==> src/rtl/seq_chunk_adder.sv <==
// Multi-cycle WIDTH-bit adder/subtractor: CHUNK bits per clock, LSB chunk first,
// with valid/ready handshakes on operand and result sides.
module seq_chunk_adder #(
   parameter int unsigned WIDTH = 16,
   parameter int unsigned CHUNK = 4
) (
   input  logic             i_clk,
   input  logic             i_rst_n,
   input  logic             i_in_valid,
   output logic             o_in_ready,
   input  logic [WIDTH-1:0] i_a,
   input  logic [WIDTH-1:0] i_b,
   input  logic             i_cin,
   input  logic             i_sub,
   output logic             o_out_valid,
   input  logic             i_out_ready,
   output logic [WIDTH-1:0] o_sum,
   output logic             o_cout,
   output logic             o_ovf
);

   localparam int unsigned NCHUNK = WIDTH / CHUNK;
   localparam int unsigned KW     = (NCHUNK > 1) ? $clog2(NCHUNK) : 1;
   localparam logic [KW-1:0] KLast = KW'(NCHUNK - 1);

   typedef enum logic [1:0] {StIdle, StRun, StDone} state_e;

   state_e           r_state, w_state_nxt;
   logic [WIDTH-1:0] r_a, r_b, r_acc;
   logic             r_carry;
   logic [KW-1:0]    r_k;
   logic [WIDTH-1:0] r_sum;
   logic             r_cout, r_ovf, r_out_valid;

   logic             w_accept, w_last, w_msb_cin;
   logic [CHUNK-1:0] w_a_chunk, w_b_chunk;
   logic [CHUNK:0]   w_chunk_sum;
   logic [WIDTH-1:0] w_acc_nxt;

   assign o_in_ready = (r_state == StIdle) && i_rst_n;
   assign w_accept   = i_in_valid && o_in_ready;
   assign w_last     = (r_k == KLast);

   always_comb begin
      w_a_chunk   = r_a[r_k*CHUNK +: CHUNK];
      w_b_chunk   = r_b[r_k*CHUNK +: CHUNK];
      w_chunk_sum = {1'b0, w_a_chunk} + {1'b0, w_b_chunk} + {{CHUNK{1'b0}}, r_carry};
      w_acc_nxt   = r_acc;
      w_acc_nxt[r_k*CHUNK +: CHUNK] = w_chunk_sum[CHUNK-1:0];
      // Carry into the MSB recovered from its sum bit; valid on the last chunk.
      w_msb_cin   = r_a[WIDTH-1] ^ r_b[WIDTH-1] ^ w_chunk_sum[CHUNK-1];
   end

   always_comb begin
      w_state_nxt = r_state;
      unique case (r_state)
         StIdle:  if (w_accept) w_state_nxt = StRun;
         StRun:   if (w_last) w_state_nxt = StDone;
         StDone:  if (i_out_ready) w_state_nxt = StIdle;
         default: w_state_nxt = StIdle;
      endcase
   end

   always_ff @(posedge i_clk or negedge i_rst_n) begin
      if (!i_rst_n) begin
         r_state <= StIdle;
      end else begin
         r_state <= w_state_nxt;
      end
   end

   always_ff @(posedge i_clk or negedge i_rst_n) begin
      if (!i_rst_n) begin
         r_a         <= '0;
         r_b         <= '0;
         r_acc       <= '0;
         r_carry     <= 1'b0;
         r_k         <= '0;
         r_sum       <= '0;
         r_cout      <= 1'b0;
         r_ovf       <= 1'b0;
         r_out_valid <= 1'b0;
      end else begin
         case (r_state)
            StIdle: begin
               if (w_accept) begin
                  r_a     <= i_a;
                  r_b     <= i_sub ? ~i_b : i_b;
                  r_carry <= i_sub ? ~i_cin : i_cin;
                  r_k     <= '0;
               end
            end
            StRun: begin
               r_acc   <= w_acc_nxt;
               r_carry <= w_chunk_sum[CHUNK];
               r_k     <= r_k + KW'(1);
               if (w_last) begin
                  r_sum       <= w_acc_nxt;
                  r_cout      <= w_chunk_sum[CHUNK];
                  r_ovf       <= w_msb_cin ^ w_chunk_sum[CHUNK];
                  r_out_valid <= 1'b1;
               end
            end
            StDone: begin
               if (i_out_ready) r_out_valid <= 1'b0;
            end
            default: ;
         endcase
      end
   end

   assign o_out_valid = r_out_valid;
   assign o_sum       = r_sum;
   assign o_cout      = r_cout;
   assign o_ovf       = r_ovf;

endmodule

==> config.mk <==
export PLATFORM = sky130hd
export DESIGN_NAME = seq_chunk_adder
export DESIGN_NICKNAME = d
export VERILOG_FILES = /design/src/rtl/seq_chunk_adder.sv
export SDC_FILE = /design/constraint.sdc
export NUM_CORES = 1
export LEC_CHECK = 0
export ABC_AREA = 1
export ABC_CLOCK_PERIOD_IN_PS = 3600
export BUFFER_PORTS_ARGS = -buffer_cell sky130_fd_sc_hd__buf_4
export CAP_MARGIN = 5
export CORE_MARGIN = 2
export CORE_UTILIZATION = 30
export CTS_BUF_LIST = sky130_fd_sc_hd__clkbuf_8 sky130_fd_sc_hd__clkbuf_16
export CTS_CLUSTER_DIAMETER = 60
export DETAILED_ROUTE_END_ITERATION = 7
export PLACE_DENSITY = 0.49
export SLEW_MARGIN = 40
export SYNTH_ARGS = -nofsm -noshare
export SYNTH_HDL_FRONTEND = slang
export SYNTH_SLANG_ARGS = --single-unit
export TNS_END_PERCENT = 30
==> constraint.sdc <==
create_clock -name i_clk -period 3.6 [get_ports i_clk]
set_clock_uncertainty 0.2 [all_clocks]
set_input_delay 0.9 -clock i_clk [delete_from_list [all_inputs] [get_ports i_clk]]
set_output_delay 0.9 -clock i_clk [all_outputs]
set_load 0.02 [all_outputs]
==> impl_results.md <==
* Post-CTS Setup Repair Bufs at 0
* Minimum hold slack at 280 ps
* Total power at 4.50 mW
* Die Span X at 115 µm
* DP HPWL at 6020 µm
* Most common cell after layout, fill and taps aside: nand2_1
* Mapped Area at 0.00367 mm²
* Port Buffers at 57
* First-pass GRT wire length at 14600 µm
* Post-CTS sizing at 0
* Placed cell area at 0.00417 mm²
* Layout Cell Area excl Fill at 0.00452 mm²
* FP Rows at 40
* CTS tree: yes
* Global Route Usage Sum at 0.141
* Area of the die at 0.0131 mm²
* Via count of the first global-routing pass at 3017
* Final setup violation count at 0
* Cells after synthesis at 427
* Worst path arrival time at 3150 ps
* Type of the worst setup path: flop to flop
* Slew Limit Fails at 0
* Share of layout cells above drive strength 1 at 0.210
* Total wire length at 8610 µm
* Area growth from synthesis to layout at 23.2%
* Vias per cell at 4.60
* FMAX at 0.325 GHz
* Final period util at 0.856
* Relative slew margins at 0.556
* Initial Util at 0.307
* Net Count, Synth at 476
* Top cell type's share of synthesized area at 0.491
* Core box area at 0.0120 mm²
* R2R Setup Slk at 520 ps
* Sequential-to-total area share from yosys stat at 0.491
* DRT iter0 DRCs at 122
* Final min period at 3080 ps
* Number of synthesized flops with an enable pin at 0
* Worst-Skew Late Latency at 330 ps
* Clock transition at path regs at 60 ps
* Top FF cell, synth: dfrtp_1
* Req. time, crit path at 3670 ps
* Unrepaired setup endpoints after global routing: false
* Setup_tns at 0 ps
* Maximum clock path buffer count at 2
* H-tree levels at 3
* DRC at 0
* FF+latch count, synth at 72
* Gr ovfl total at 0
* Final ANT Viol Nets at 0
* Gp weighted congestion at 0.759
* IO Count at 58
* Root Driver: clkbuf_16
* Startpoint Class: flop
* Most frequent cells in the layout: 171 x nand2_1, 72 x dfrtp_1, 61 x buf_4
* Top cells by area, synth: dfrtp_1 49%, nand2_1 17%, xnor2_1 4.3%
* Hold Path Class: flop to flop
* Cell accounting for the most synthesized area: dfrtp_1
* Vias after detailed routing at 2911
* Status: complete, no violations
* Final hold vios at 0
* FFs w/ async S/R, synth at 1.00
* TritonCTS buffer count at 9
* Worst-margin pin slew at 666 ps
* Post-layout nets at 530
* Unique masters post-synth at 32
* Fillers at 1267
* DRT Pass-1 Iters at 4
* Ys Warns at 0
* Worst setup EP type: flop
* P_leak at 2.28 nW
* Max_cap viols at 0
* # hold bufs at CTS at 0
* Clk sinks at 72
* Die Ht at 115 µm
* Pin count of the biggest net entering global routing at 73
* Peak supply drop at 0.000380 V
* Initial antenna violation count at 0
* Pwr Density at 995 mW/mm²
* Drt wl/cell at 13.6 µm
* Synthesized area per cell at 8.59 µm²
* Ant diodes at 0
* CP max FO at 12
## final timing paths
kind,from,end,cells past startpoint
worst max-delay path,r_k[1],r_acc[6],11
worst min-delay path,r_acc[10],r_acc[10],2
worst max register to register,r_k[1],r_acc[6],11
worst min register to register,r_acc[10],r_acc[10],2
max in group asynchronous,i_rst_n,r_b[8],2
min in group asynchronous,i_rst_n,o_sum[3],2
## cell usage after synthesis (2+ instances only)
master and instances:
buf_2 6, buf_4 3, buf_6 7, dfrtp_1 72
fa_1 2, ha_1 9, inv_1 24, inv_2 2
nand2_1 171, nand3_1 11, nand4_1 4, nor2_1 18
o21ai_0 29, o21ai_1 3, o21ai_2 16, o22ai_1 16
o32ai_1 2, xnor2_1 18
## logic make-up (layout without fill, tap and decap cells)
kind of cell,after synthesis,in the layout,synth area share
AOI/OAI and AO/OA,69,69,0.121
xor gates and xnor gates,19,19,0.0453
adders and majority gates,11,11,0.0416
buffers and inverters,47,106,0.0730
DFF,72,72,0.491
and+or+nand+nor,209,209,0.228
## metrics by stage
| step | instances | setup slack (ps) | utilization |
|---|---|---|---|
| after floorplan | 427 | 913 | - |
| after global routing | 633 | 229 | 0.378 |
| final | 633 | 519 | 0.378 |
| after detailed placement | 617 | 552 | 0.348 |
| after global placement | 617 | 674 | 0.348 |
| after CTS | 633 | 536 | 0.378 |
## worst max-delay path, stage by stage, from the launching register on
cell	delay (ps)
dfrtp_1	540
clkinv_1	350
o21ai_0	170
o22ai_1	120
fa_1	450
fa_1	410
xnor2_1	190
nor2_1	140
nand2_1	80
o21ai_0	220
nand2_1	70
nand2_1	70
## final cells by class
cell class / instances / area (µm²) / share of cell area
clock inverter: 5 / 103 / 0.0227
tap: 147 / 184 / 0.0407
sequential: 72 / 1800 / 0.399
inverter: 28 / 110 / 0.0244
multi-input combinational: 308 / 1600 / 0.354
clock buffer: 11 / 253 / 0.0559
timing repair buffer: 62 / 469 / 0.104
## report_power, final
part	switching (mW)	internal, mW	leakage (nW)	total (mW)
Combinational	1.31	0.763	1.17	2.08
Sequential	0.216	1.14	0.937	1.36
Clock	0.347	0.714	0.172	1.06
Total	1.88	2.62	2.28	4.50
## routing by layer
layer / GRT usage / share of wire / wire, µm / vias up
met1: 0.181 / 0.47 / 4030 / 1365
met4: 0.0504 / 0.017 / 150 / 0
met5: 0 / 0 / 0 / -
li1: - / - / - / 1477
met2: 0.235 / 0.48 / 4120 / 54
met3: 0.0312 / 0.036 / 310 / 15
## state kept, by name (all words and copies together), names as in the netlist
signal	cells
r_state	2
o_ovf	1
r_acc	16
o_out_valid	1
o_sum	16
r_a	16
o_cout	1
r_b	16
r_k	2
r_carry	1
No activity file was read; power rests on OpenSTA's default activity.
